File: config.mk
export PLATFORM = sky130hd
export DESIGN_NAME = toggle_sequencer
export DESIGN_NICKNAME = d
export VERILOG_FILES = /design/src/rtl/toggle_sequencer.sv
export SDC_FILE = /design/constraint.sdc
export NUM_CORES = 1
export LEC_CHECK = 0
export ABC_AREA = 1
export CORE_MARGIN = 4
export CORE_UTILIZATION = 25
export CTS_CLUSTER_DIAMETER = 50
export DETAILED_ROUTE_END_ITERATION = 7
export PLACE_DENSITY = 0.44
export SLEW_MARGIN = 15
export SYNTH_ARGS = -nofsm -noshare
export SYNTH_HDL_FRONTEND = slang
export SYNTH_SLANG_ARGS = --single-unit
export TNS_END_PERCENT = 100
File: constraint.sdc
create_clock -name i_clk -period 3.9 [get_ports i_clk]
set_input_delay 0.78 -clock i_clk [delete_from_list [all_inputs] [get_ports i_clk]]
set_output_delay 0.78 -clock i_clk [all_outputs]
set_load 0.02 [all_outputs]
File: src/rtl/toggle_sequencer.sv
// -----------------------------------------------------------------------------
// toggle_sequencer
//
// Holds an N-bit data register and a small command FIFO of bit indices.
// Commands are queued at any time while the FIFO has room. On i_start the
// sequencer drains the FIFO one command per cycle and flips the addressed
// bit of the data register. Indices that are negative (sign bit set) or out
// of range (modulus >= N) leave the data untouched and raise a sticky error.
//
// Parameters
//   N      data width and bit-index field width
//   DEPTH  command FIFO depth (power of two, >= 2)
//
// Ports
//   i_clk      clock, rising edge
//   i_rst_n    asynchronous active-low reset
//   i_load     load i_a into the data register (IDLE only)
//   i_a        load value
//   i_valid    command present on i_b
//   o_ready    FIFO not full
//   i_b        command: [N-1] sign, [N-2:0] bit index modulus
//   i_start    begin draining the FIFO (IDLE only)
//   o_out      data register
//   o_busy     high while draining (RUN)
//   o_done     one-cycle completion pulse (DONE)
//   o_ERR      sticky invalid-index flag, cleared by i_load
//   o_err_cnt  (only with TOGGLE_ERR_CNT_EN) saturating count of invalid
//              commands, cleared by i_load
//
// Build option
//   TOGGLE_ERR_CNT_EN  adds the o_err_cnt output and its counter.
// -----------------------------------------------------------------------------
module toggle_sequencer #(
  parameter int N     = 8,
  parameter int DEPTH = 4
) (
  input  logic         i_clk,
  input  logic         i_rst_n,
  input  logic         i_load,
  input  logic [N-1:0] i_a,
  input  logic         i_valid,
  output logic         o_ready,
  input  logic [N-1:0] i_b,
  input  logic         i_start,
  output logic [N-1:0] o_out,
  output logic         o_busy,
  output logic         o_done,
`ifdef TOGGLE_ERR_CNT_EN
  output logic         o_ERR,
  output logic [7:0]   o_err_cnt
`else
  output logic         o_ERR
`endif
);

  localparam int PTR_W = (DEPTH > 1) ? $clog2(DEPTH) : 1;
  localparam int CNT_W = $clog2(DEPTH + 1);
  localparam int IDX_W = (N > 1) ? $clog2(N) : 1;

  localparam logic [CNT_W-1:0] CNT_FULL = CNT_W'(DEPTH);
  localparam logic [CNT_W-1:0] CNT_ONE  = CNT_W'(1);

  typedef enum logic [1:0] {
    IDLE = 2'd0,
    RUN  = 2'd1,
    DONE = 2'd2
  } state_t;

  // A command is unusable if it is negative or addresses a bit beyond N-1.
  function automatic logic is_invalid(input logic [N-1:0] cmd);
    logic [31:0] modulus;
    modulus    = 32'(cmd[N-2:0]);
    is_invalid = cmd[N-1] || (modulus >= 32'(N));
  endfunction

  // One-hot mask for the addressed bit; only meaningful for valid commands.
  function automatic logic [N-1:0] toggle_mask(input logic [N-1:0] cmd);
    toggle_mask = '0;
    toggle_mask[cmd[IDX_W-1:0]] = 1'b1;
  endfunction

  function automatic logic [7:0] sat_inc8(input logic [7:0] v);
    sat_inc8 = (v == 8'hFF) ? v : v + 8'd1;
  endfunction

  state_t           state;
  state_t           state_nxt;

  logic [N-1:0]     fifo_mem [DEPTH];
  logic [PTR_W-1:0] wr_ptr;
  logic [PTR_W-1:0] rd_ptr;
  logic [CNT_W-1:0] fifo_cnt;

  logic             push;
  logic             pop;
  logic             do_load;
  logic [N-1:0]     head;
  logic             head_bad;

  assign o_ready  = (fifo_cnt != CNT_FULL);
  assign push     = i_valid && o_ready;
  assign head     = fifo_mem[rd_ptr];
  assign head_bad = is_invalid(head);

  assign o_busy   = (state == RUN);
  assign o_done   = (state == DONE);

  // FSM next-state and per-cycle control.
  always_comb begin
    state_nxt = state;
    pop       = 1'b0;
    do_load   = 1'b0;
    unique case (state)
      IDLE: begin
        if (i_load) begin
          do_load = 1'b1;
        end else if (i_start) begin
          state_nxt = (fifo_cnt != '0) ? RUN : DONE;
        end
      end
      RUN: begin
        pop = (fifo_cnt != '0);
        // Leaving RUN only when the last entry goes out and nothing refills it.
        if ((fifo_cnt <= CNT_ONE) && !push) begin
          state_nxt = DONE;
        end
      end
      DONE: begin
        state_nxt = IDLE;
      end
      default: begin
        state_nxt = IDLE;
      end
    endcase
  end

  always_ff @(posedge i_clk or negedge i_rst_n) begin
    if (!i_rst_n) begin
      state <= IDLE;
    end else begin
      state <= state_nxt;
    end
  end

  // FIFO storage is plain data and carries no reset.
  always_ff @(posedge i_clk) begin
    if (push) begin
      fifo_mem[wr_ptr] <= i_b;
    end
  end

  always_ff @(posedge i_clk or negedge i_rst_n) begin
    if (!i_rst_n) begin
      wr_ptr   <= '0;
      rd_ptr   <= '0;
      fifo_cnt <= '0;
    end else begin
      if (push) begin
        wr_ptr <= wr_ptr + PTR_W'(1);
      end
      if (pop) begin
        rd_ptr <= rd_ptr + PTR_W'(1);
      end
      unique case ({push, pop})
        2'b10:   fifo_cnt <= fifo_cnt + CNT_W'(1);
        2'b01:   fifo_cnt <= fifo_cnt - CNT_W'(1);
        default: fifo_cnt <= fifo_cnt;
      endcase
    end
  end

  // Data register and sticky error.
  always_ff @(posedge i_clk or negedge i_rst_n) begin
    if (!i_rst_n) begin
      o_out <= '0;
      o_ERR <= 1'b0;
    end else if (do_load) begin
      o_out <= i_a;
      o_ERR <= 1'b0;
    end else if (pop) begin
      if (head_bad) begin
        o_ERR <= 1'b1;
      end else begin
        o_out <= o_out ^ toggle_mask(head);
      end
    end
  end

`ifdef TOGGLE_ERR_CNT_EN
  always_ff @(posedge i_clk or negedge i_rst_n) begin
    if (!i_rst_n) begin
      o_err_cnt <= 8'd0;
    end else if (do_load) begin
      o_err_cnt <= 8'd0;
    end else if (pop && head_bad) begin
      o_err_cnt <= sat_inc8(o_err_cnt);
    end
  end
`else
  // Without the counter the saturating helper has no user; nothing to build.
`endif

endmodule

==> flow_metrics.py <==
metrics = {
    "setup_path": {
        "critPathArrivalTime_ns": 1.75,
        "critPathKind": "flip-flop to output pin",
        "worstPathMaxFanout": 4,
        "cp-end-kind": "output pin",
        "required_ns": 3.12,
        "start_kind": "flip-flop",
    },
    "power_and_ir_drop": {
        "power_uw": 2293,
        "peakVddDrop_v": 0.0003246,
        "power_density_nw_per_um2": 750.5,
        "leakage_uw": 0.001283,
    },
    "final_layout": {
        "num-fill-cells": 1047,
        "design_area_um2": 3055,
        "finalNonFillerCells": 427,
        "antenna_cells": 0,
        "drive_gt1_share_pct": 10.88,
        "syn2layout_area_growth_pct": 21.67,
        "fin_nets": 323,
    },
    "placed_design": {
        "gp_congestion": 0.7163,
        "placed_cell_area_um2": 2965,
        "port_buffers": 32,
        "numPlacedInstances": 419,
        "dp_hpwl_mm": 3.819,
    },
    "cts": {
        "clockRootBuffer": "clkbuf_8",
        "cts_tree": "done",
        "cts-hold-fix-buffers": 0,
        "clk_latency_ns": 0.32,
        "cts_buffer_depth": 2,
        "path_clk_slew_ns": 0.10,
        "numCtsBuffers": 5,
        "post-cts-setup-buffer-count": 0,
        "cts_sinks": 50,
        "htree_levels": 2,
        "cts.repair.resized": 0,
    },
    "sta": {
        "finalSetupViolCount": 0,
        "relSlewSlack_pct": 41.34,
        "fin_tns_setup_ns": 0,
        "clock_skew_ns": 0.01617,
        "fin_crit_ns": 2.526,
        "rsz0062_at_grt": "no",
        "finalCritPeriodShare_pct": 64.77,
        "tightestPinTransition_ns": 0.8771,
        "hold_viol_final": 0,
        "drv_slew": 0,
        "clock.fmax_ghz": 0.3959,
        "hold_slack_ns": 0.4678,
    },
    "floorplan": {
        "fp.dieArea_um2": 11710,
        "io_pins": 33,
        "rows": 36,
        "initial_core_util_pct": 25.69,
        "die_w_um": 108.2,
        "die_h_um": 108.2,
        "coreArea_um2": 9774,
    },
    "synth": {
        "syn_inst": 258,
        "ys_ff_latch": 50,
        "syn_area_um2": 2511,
        "avgSynthCellArea_um2": 9.733,
        "synth_warnings": 0,
        "ys_seq_area_share_pct": 56.20,
        "synth_nets": 288,
        "yosysUniqueCellTypes": 26,
    },
    "detailed_routing": {
        "totalWireLength_mm": 5.084,
        "via_per_inst": 4.028,
        "drt_iter0_drc": 63,
        "drcViolationCount": 0,
        "drt-pass1-iter-count": 4,
        "vias": 1720,
        "ant_nets": 0,
        "wire_per_inst_um": 11.91,
    },
    "global_route": {
        "grt_usage_pct": 9.239,
        "grt_pass1_vias": 1610,
        "grt_pass1_wl_mm": 8.197,
        "antenna_found_initial": 0,
        "grt-ovfl-total": 0,
        "grt_max_degree": 27,
    },
    "hold_path": {
        "hp-class": "flip-flop to flip-flop",
    },
    "run_status": {
        "status": "complete, no violations",
    },
    "run": {
        "drv_cap": 0,
    },
}
flip-flops by register name, indices dropped and copies added (netlist names):
name and count:
state 2, o_out 8, fifo_mem 32, o_ERR 1
fifo_cnt 3, rd_ptr 2, wr_ptr 2
layout make-up:
type	instances	area, µm²	share of cell area, %
sequential	50	1411	46.19
multi-input combinational	170	938.4	30.71
timing repair buffer	32	320.3	10.48
tap	133	166.4	5.446
inverter	34	128.9	4.218
clock buffer	5	68.82	2.252
clock inverter	3	21.27	0.6962
worst paths after layout:
check                            start              to  slack, ns  depth (start not counted)
min                           state[1]        state[1]       0.47                          1
max in group asynchronous      i_rst_n       wr_ptr[1]       2.41                          1
max                        fifo_cnt[0]         o_ready       1.37                          4
min reg2reg                   state[1]        state[1]       0.47                          1
max reg2reg                fifo_cnt[0]  fifo_mem[2][0]       1.92                          5
min in group asynchronous      i_rst_n        state[0]       0.95                          1
per-stage QoR:
step | util, % | setup WS [ns]
2_1_floorplan | - | 2.014
3_3_place_gp | 30.34 | 1.459
3_5_place_dp | 30.34 | 1.421
4_1_cts | 31.26 | 1.356
5_1_grt | 31.26 | 1.255
6_report | 31.26 | 1.374
report_power, final:
group / internal [µW] / switching [µW] / total, µW
clock network: 127 / 187 / 314
registers: 736 / 134 / 871
logic: 427 / 681 / 1110
total: 1290 / 1000 / 2290
routing by layer:
layer | vias up | GRT usage, % | part of all wire, %
li1 | 913 | - | -
met1 | 783 | 11.71 | 46
met2 | 18 | 15.28 | 50
met3 | 6 | 2.567 | 3.2
met4 | 0 | 2.976 | 1.6
met5 | - | 0 | 0
worst max-delay path, cell delays in order, from the launching register on:
cell,delay (ns)
dfrtp_1,0.42
inv_1,0.10
ha_1,0.22
nand2_1,0.09
clkdlybuf4s50_1,0.61
cell usage after synthesis (all sizes together):
| cell type | instances | area share, % |
|---|---|---|
| a21oi | 18 | 3.7 |
| buf | 4 | 1.3 |
| clkinv | 1 | 0.20 |
| dfrtp | 18 | 18 |
| edfxtp | 32 | 38 |
| ha | 9 | 4.5 |
| inv | 33 | 4.9 |
| nand2 | 53 | 10 |
| nand3 | 31 | 7.3 |
| nand3b | 1 | 0.30 |
| nand4 | 6 | 1.5 |
| nor2 | 42 | 7.1 |
| nor3 | 1 | 0.20 |
| o21ai | 2 | 0.40 |
| o31ai | 1 | 0.30 |
| xnor2 | 2 | 0.70 |
| xor2 | 4 | 1.4 |
kinds of logic (layout without fill, tap and decap cells):
family | count (synthesis) | in the layout | share of synthesized area [%]
AND/OR/NAND/NOR | 134 | 134 | 26.36
AO/OA/AOI/OAI | 21 | 21 | 4.435
buffers and inverters | 38 | 74 | 6.427
XOR/XNOR | 6 | 6 | 2.093
flip-flops | 50 | 50 | 56.20
adder cells (fa/ha/maj) | 9 | 9 | 4.484
layout by cell type (no fill, tap or decap), types with 2 or more instances in the layout:
master,synthesis,layout
nand2_1,40,40
nor2_1,38,38
edfxtp_1,32,32
clkdlybuf4s50_1,0,32
inv_1,31,31
nand3_1,27,27
dfrtp_1,18,18
a21oi_1,17,17
nand2_2,9,9
ha_1,9,9
nand4_1,6,6
clkbuf_8,0,5
xor2_1,4,4
nand2_4,4,4
nand3_2,3,3
nor2_4,2,2
o21ai_0,2,2
inv_2,2,2
nor2_2,2,2
xnor2_1,2,2
clkinv_4,0,2
Power figures use the tool's default switching activity.
